**src/rtl/core_pkg.sv**
```systemverilog
// rtl/core_pkg.sv - shared sequencer/interrupt constants and FSM encoding
package core_pkg;

  typedef enum logic [1:0] {
    ST_IDLE    = 2'd0,
    ST_REQ     = 2'd1,
    ST_SERVICE = 2'd2
  } int_state_e;

  // Vector table placement shared with the sequencer and assembler scripts
  localparam int unsigned DEF_VEC_BASE  = 32'h0000_0010;
  localparam int          DEF_VEC_SHIFT = 2;

endpackage

```
**src/rtl/int_prio_enc.sv**
```systemverilog
// rtl/int_prio_enc.sv - lowest-index-first priority encoder
module int_prio_enc #(
  parameter int N = 4,
  parameter int W = 3
) (
  input  logic [N-1:0] req,
  output logic         valid,
  output logic [W-1:0] idx
);

  // Scan from the top so the lowest set index is the last one written
  always_comb begin
    valid = 1'b0;
    idx   = '0;
    for (int i = N - 1; i >= 0; i--) begin
      if (req[i]) begin
        valid = 1'b1;
        idx   = i[W-1:0];
      end
    end
  end

endmodule

```
**src/rtl/ps_int_ctrl.sv**
```systemverilog
// rtl/ps_int_ctrl.sv - program sequencer interrupt controller
// Edge-latched pending bits, software mask, fixed priority, req/ack/rti handshake.
module ps_int_ctrl
  import core_pkg::*;
#(
  parameter int          NUM_IRQ   = 4,
  parameter int          PMA_SIZE  = 16,
  parameter int unsigned VEC_BASE  = DEF_VEC_BASE,
  parameter int          VEC_SHIFT = DEF_VEC_SHIFT
) (
  input  logic                clk,
  input  logic                reset,
  input  logic [NUM_IRQ-1:0]  irq_in,
  input  logic                imask_wen,
  input  logic [NUM_IRQ-1:0]  imask_wdata,
  input  logic                ps_int_en,
  input  logic                ps_idle,
  input  logic                ps_int_ack,
  input  logic                ps_rti,
  output logic                int_req,
  output logic [PMA_SIZE-1:0] int_vec,
  output logic [2:0]          int_id,
  output logic                int_active,
  output logic [NUM_IRQ-1:0]  int_pend,
  output logic [NUM_IRQ-1:0]  imask
);

  int_state_e         state;
  logic [NUM_IRQ-1:0] irq_d;
  logic [NUM_IRQ-1:0] rise;
  logic [NUM_IRQ-1:0] eligible;
  logic [NUM_IRQ-1:0] clr;
  logic               win_valid;
  logic [2:0]         win_idx;
  logic [PMA_SIZE-1:0] win_vec;

  assign rise     = irq_in & ~irq_d;
  assign eligible = int_pend & ~imask;
  assign clr      = (state == ST_REQ && ps_int_ack) ? (NUM_IRQ'(1) << int_id) : '0;
  assign win_vec  = PMA_SIZE'(VEC_BASE + (32'(win_idx) << VEC_SHIFT));

  int_prio_enc #(.N(NUM_IRQ), .W(3)) u_prio (
    .req   (eligible),
    .valid (win_valid),
    .idx   (win_idx)
  );

  // A rise on the ack edge wins over the clear, so no edge is lost
  always_ff @(posedge clk or negedge reset) begin
    if (!reset) begin
      irq_d    <= '0;
      int_pend <= '0;
      imask    <= '0;
    end else begin
      irq_d    <= irq_in;
      int_pend <= (int_pend & ~clr) | rise;
      if (imask_wen) imask <= imask_wdata;
    end
  end

  always_ff @(posedge clk or negedge reset) begin
    if (!reset) begin
      state      <= ST_IDLE;
      int_req    <= 1'b0;
      int_vec    <= '0;
      int_id     <= '0;
      int_active <= 1'b0;
    end else begin
      case (state)
        ST_IDLE: begin
          if (win_valid && (ps_int_en || ps_idle)) begin
            state   <= ST_REQ;
            int_req <= 1'b1;
            int_id  <= win_idx;
            int_vec <= win_vec;
          end
        end
        // Committed request: nothing but ack moves it
        ST_REQ: begin
          if (ps_int_ack) begin
            state      <= ST_SERVICE;
            int_req    <= 1'b0;
            int_active <= 1'b1;
          end
        end
        ST_SERVICE: begin
          if (ps_rti) begin
            state      <= ST_IDLE;
            int_active <= 1'b0;
          end
        end
        default: begin
          state      <= ST_IDLE;
          int_req    <= 1'b0;
          int_active <= 1'b0;
        end
      endcase
    end
  end

endmodule

```
**config.mk**
```make
export PLATFORM = sky130hd
export DESIGN_NAME = ps_int_ctrl
export DESIGN_NICKNAME = d
export VERILOG_FILES = /design/src/rtl/core_pkg.sv /design/src/rtl/int_prio_enc.sv /design/src/rtl/ps_int_ctrl.sv
export SDC_FILE = /design/constraint.sdc
export NUM_CORES = 1
export LEC_CHECK = 0
export ABC_AREA = 1
export CELL_PAD_IN_SITES_DETAIL_PLACEMENT = 0
export CELL_PAD_IN_SITES_GLOBAL_PLACEMENT = 1
export CORE_ASPECT_RATIO = 1.5
export CORE_MARGIN = 3
export CORE_UTILIZATION = 29
export CTS_CLUSTER_DIAMETER = 60
export CTS_CLUSTER_SIZE = 16
export DETAILED_ROUTE_END_ITERATION = 6
export PLACE_DENSITY = 0.88
export REMOVE_ABC_BUFFERS = 1
export SYNTH_ARGS = -nofsm -noshare
export SYNTH_HDL_FRONTEND = slang
export SYNTH_HIERARCHICAL = 1
export SYNTH_SLANG_ARGS = --single-unit
```
**constraint.sdc**
```tcl
create_clock -name clk -period 1.16 [get_ports clk]
set_input_delay 0.174 -clock clk [delete_from_list [all_inputs] [get_ports clk]]
set_output_delay 0.174 -clock clk [all_outputs]
set_load 0.05 [all_outputs]
```
==> impl_summary.txt, run 1 <==
----------------------------------------------------
[Placement]
  Routability congestion estimate from global placement ... 0.7868
  DP HPWL ... 1687 um
  I/O Buffers ... 31

[CTS]
  Num CTS Buffers ... 3
  CTS Root Cell ... sky130_fd_sc_hd__clkbuf_8
  Clock tree buffer depth ... 2
  Clock latency on the worst-skew pair ... 250 ps
  Total number of H-tree levels ... 1
  CTS sink cnt ... 20
  Register clock-pin slew on the reported worst setup and hold paths ... 70 ps
  TritonCTS clock tree ... built

[Global route]
  Number of antenna violations at the first check in global routing ... 0
  Global routing usage summed across all routing layers ... 0.1127
  Number of global-route vias before repair ... 879
  Overflow left after global routing ... 0
  Global routing's busiest layer ... met2
  Met3 routing resource usage after global routing ... 0.01708
  Global-route wire length before repair ... around 3600 um
  GR met1 Demand/Resource ... 0.1201
  Global-route track usage on met2 ... 0.2038
  Pin count of the biggest net entering global routing ... 21

[Timing]
  Highest attainable clock frequency ... 896.5 MHz
  Fin. Hold Viols ... 0
  Number of setup violations in the final report ... 0
  Max Clock Skew ... between 2 and 2.5 ps
  Post-route clock period utilization ... 0.9616
  Final Slew Violations ... 0
  Unrepaired setup endpoints after global routing ... true
  Clock period minus worst slack ... roughly 1100 ps
  Fin Hold WS ... 257.0 ps

[Setup path]
  Max FO, Critical Path ... 2
  Endpoint kind of the worst setup timing path ... output pin
  Master of the slowest instance on the critical path ... sky130_fd_sc_hd__dfrtp_1
  Cell family with most CP delay ... flip-flops
  Required arrival time at the worst endpoint ... 990 ps
  Sequence of cells on the critical path ... buf_4 -> buf_12
  Crit path launch type ... flip-flop
  Combined buffer and inverter count along the critical path ... 2
  Type of the setup path with the least slack ... flip-flop to output pin
  Data arrival time of the worst path ... 940 ps
  Delay of the slowest cell on the worst path ... about 400 ps

[Drt]
  Remaining antenna violation count after routing ... 0
  Number of vias after detailed routing ... 807
  Post-route DRC violation count ... 0
  Length of the first detailed-routing pass in iterations ... 2
  Final routed wire length divided by cell count ... 10.69 um
  Detailed-route wire length ... 2160 um
  Via density ... 3.995
  Count of routing violations after the opening detailed-route iteration ... 4

[Power and ir drop]
  Clock network power share ... 0.126
  Net switching power of the design ... 1.767 mW
  Internal portion of total power ... 2.322 mW
  Static power due to leakage ... 0.8310 nW
  VDD IR-drop max ... 1.085 mV
  Sw Share ... 0.4322
  Power share of the combinational group ... 0.608
  Part of the power in registers ... 0.266
  Power per cell area ... 2489 mW/mm2

[Synth]
  Mapped Cells ... 117
  Compound-gate portion of the synthesized area ... 0.05714
  Area of the mapped netlist ... 0.001007 mm2
  Adder-cell share of the synthesized area ... 0
  Simple-gate share of the synthesized area ... 0.1963
  Fraction of synthesized cell area in xor and xnor cells ... 0
  Leading cell types by total area after synthesis ... sky130_fd_sc_hd__dfrtp_1, sky130_fd_sc_hd__buf_4, sky130_fd_sc_hd__nand2_1, sky130_fd_sc_hd__inv_1, sky130_fd_sc_hd__mux2_2
  Area fraction of the dominant cell type after synthesis ... 0.4969
  Average instance area after synthesis ... 8.609 um2
  Mux share of post-synthesis cell area ... 0.04472
  Synth area leader ... sky130_fd_sc_hd__dfrtp_1
  Total number of yosys warnings ... 6
  Post-synthesis cell type count ... 18
  Dominant combinational cell family by area after synthesis ... buffers and inverters
  Post-synthesis sequential element count ... 20
  Sequential-to-total area share from yosys stat ... 0.4969

[Cells and area]
  Count of fill cells added during filler insertion ... ~320
  Share of layout cells above drive strength 1 ... 0.3210
  Number of antenna repair diodes ... 0
  Final net count ... 178
  Layout overhead on the synthesized area ... 63.11%
  Final core occ ... 0.5050

[Outcome]
  Result of the run ... finished, final reports clean

[Flow run]
  Max capacitance violation total ... 0

[Floorplan]
  Placeable core region ... 0.003253 mm2
  Number of rows created at floorplan ... 25
  Total I/O pin count ... 44
  Vert. Die Dim ... 78.18 um
  Initial Utilization ... 0.3096
  DIE AREA ... 0.004231 mm2
  Floorplan die width ... ~54 um

[Worst hold path]
  Tightest Hold Check Type ... input port to async pin

----------------------------------------------------
-- metrics by stage --
stage	setup WS, ps	power, mW	setup TNS (ps)	instance area, um2	instances
after floorplan	-307.7	2.215	-2608	928.4	112
after global placement	-46.06	3.460	-219.3	1549	195
after detailed placement	-55.81	3.510	-405.7	1549	195
after CTS	6.173	4.079	0	1619	201
after global routing	-41.60	4.335	-202.9	1643	202
final	44.52	4.090	0	1643	202
-- cell usage in the layout, fill, tap and decap left out, drive strengths merged --
cell / instances
buf: 31
conb: 13
inv: 21
a21oi: 1
nand2: 30
clkbuf: 4
nor3: 1
a21boi: 1
mux2: 4
clkdlybuf4s50: 14
nand3: 3
dfrtp: 20
nor2: 12
o21ai: 6
o31ai: 1
-- synthesized netlist by cell type --
master / number
sky130_fd_sc_hd__nand2_1: 29
sky130_fd_sc_hd__nor2_1: 10
sky130_fd_sc_hd__buf_4: 16
sky130_fd_sc_hd__inv_1: 21
sky130_fd_sc_hd__o21ai_1: 4
sky130_fd_sc_hd__a21oi_2: 1
sky130_fd_sc_hd__nand3_4: 1
sky130_fd_sc_hd__nor2_4: 1
sky130_fd_sc_hd__o21ai_0: 2
sky130_fd_sc_hd__nand3_1: 1
sky130_fd_sc_hd__o31ai_1: 1
sky130_fd_sc_hd__mux2_2: 4
sky130_fd_sc_hd__nand2_2: 1
sky130_fd_sc_hd__nor2_2: 1
sky130_fd_sc_hd__conb_1: 2
sky130_fd_sc_hd__a21boi_2: 1
sky130_fd_sc_hd__nor3_1: 1
sky130_fd_sc_hd__dfrtp_1: 20
-- power by group through the flow --
stage,sequential [mW],clock [mW],combinational (mW)
floorplan,1.68,0,0.534
global placement,1.11,0,2.35
detailed placement,1.12,0,2.39
CTS,1.09,0.535,2.46
global route,1.13,0.568,2.64
finish,1.09,0.515,2.49
-- registers in the layout, indices dropped and copies added, names as in the netlist --
register    count
int_pend        4
irq_d           4
int_req         1
int_id          3
imask           4
int_vec         1
int_active      1
state           2
-- worst paths after layout --
path,endpoint,startpoint,cells after the start,slack [ps]
setup / recovery,int_pend[0],int_pend[0]$_DFF_PN0_,2,40
setup reg to reg,state[0]$_DFFE_PN0P_,int_pend[2]$_DFF_PN0_,6,80
min in group clk,irq_d[2]$_DFF_PN0_,irq_in[2],1,390
max in group asynchronous,int_id[2]$_DFFE_PN0P_,reset,2,680
hold reg to reg,int_pend[3]$_DFF_PN0_,irq_d[3]$_DFF_PN0_,3,480
hold / removal,int_vec[4]$_DFFE_PN0P_,reset,2,260
-- area by class of cell --
type	count	area, um2	share of cell area
timing repair buffer	45	585.6	0.3564
sequential	20	501.7	0.3054
clock buffer	4	55.05	0.03351
tap	40	50.05	0.03046
inverter	21	78.83	0.04798
multi-input combinational	72	371.6	0.2262
-- per-layer routing --
| metal | vias up | part of all wire | wire length, um |
|---|---|---|---|
| met5 | - | 0 | 0 |
| met4 | 0 | 0.014 | 31 |
| met3 | 4 | 0.061 | 131 |
| met2 | 28 | 0.58 | 1245 |
| met1 | 364 | 0.35 | 753 |
| li1 | 411 | - | - |
-- timing repair --
item,CTS,global route
setup buffers,2,0
endpoints found under the setup margin,4,9
hold buffers,0,0
cloned,0,1
pin swaps,0,1
resized for setup,0,6
-- cell families after synthesis --
kind of cell | Yosys count
other | 2
AOI/OAI and AO/OA | 9
buffers and inverters | 37
muxes | 4
and+or+nand+nor | 45
DFF | 20
Note: power is estimated with default switching activity, not from simulation.
==> run 2: changes to the inputs <==
--- a/config.mk
+++ b/config.mk
@@ -16,6 +16,7 @@
 export DETAILED_ROUTE_END_ITERATION = 6
 export PLACE_DENSITY = 0.88
 export REMOVE_ABC_BUFFERS = 1
+export SLEW_MARGIN = 15
 export SYNTH_ARGS = -nofsm -noshare
 export SYNTH_HDL_FRONTEND = slang
 export SYNTH_HIERARCHICAL = 1
==> results of run 2 <==
No change in the layout: final DEF, timing and power equal those of run 1.
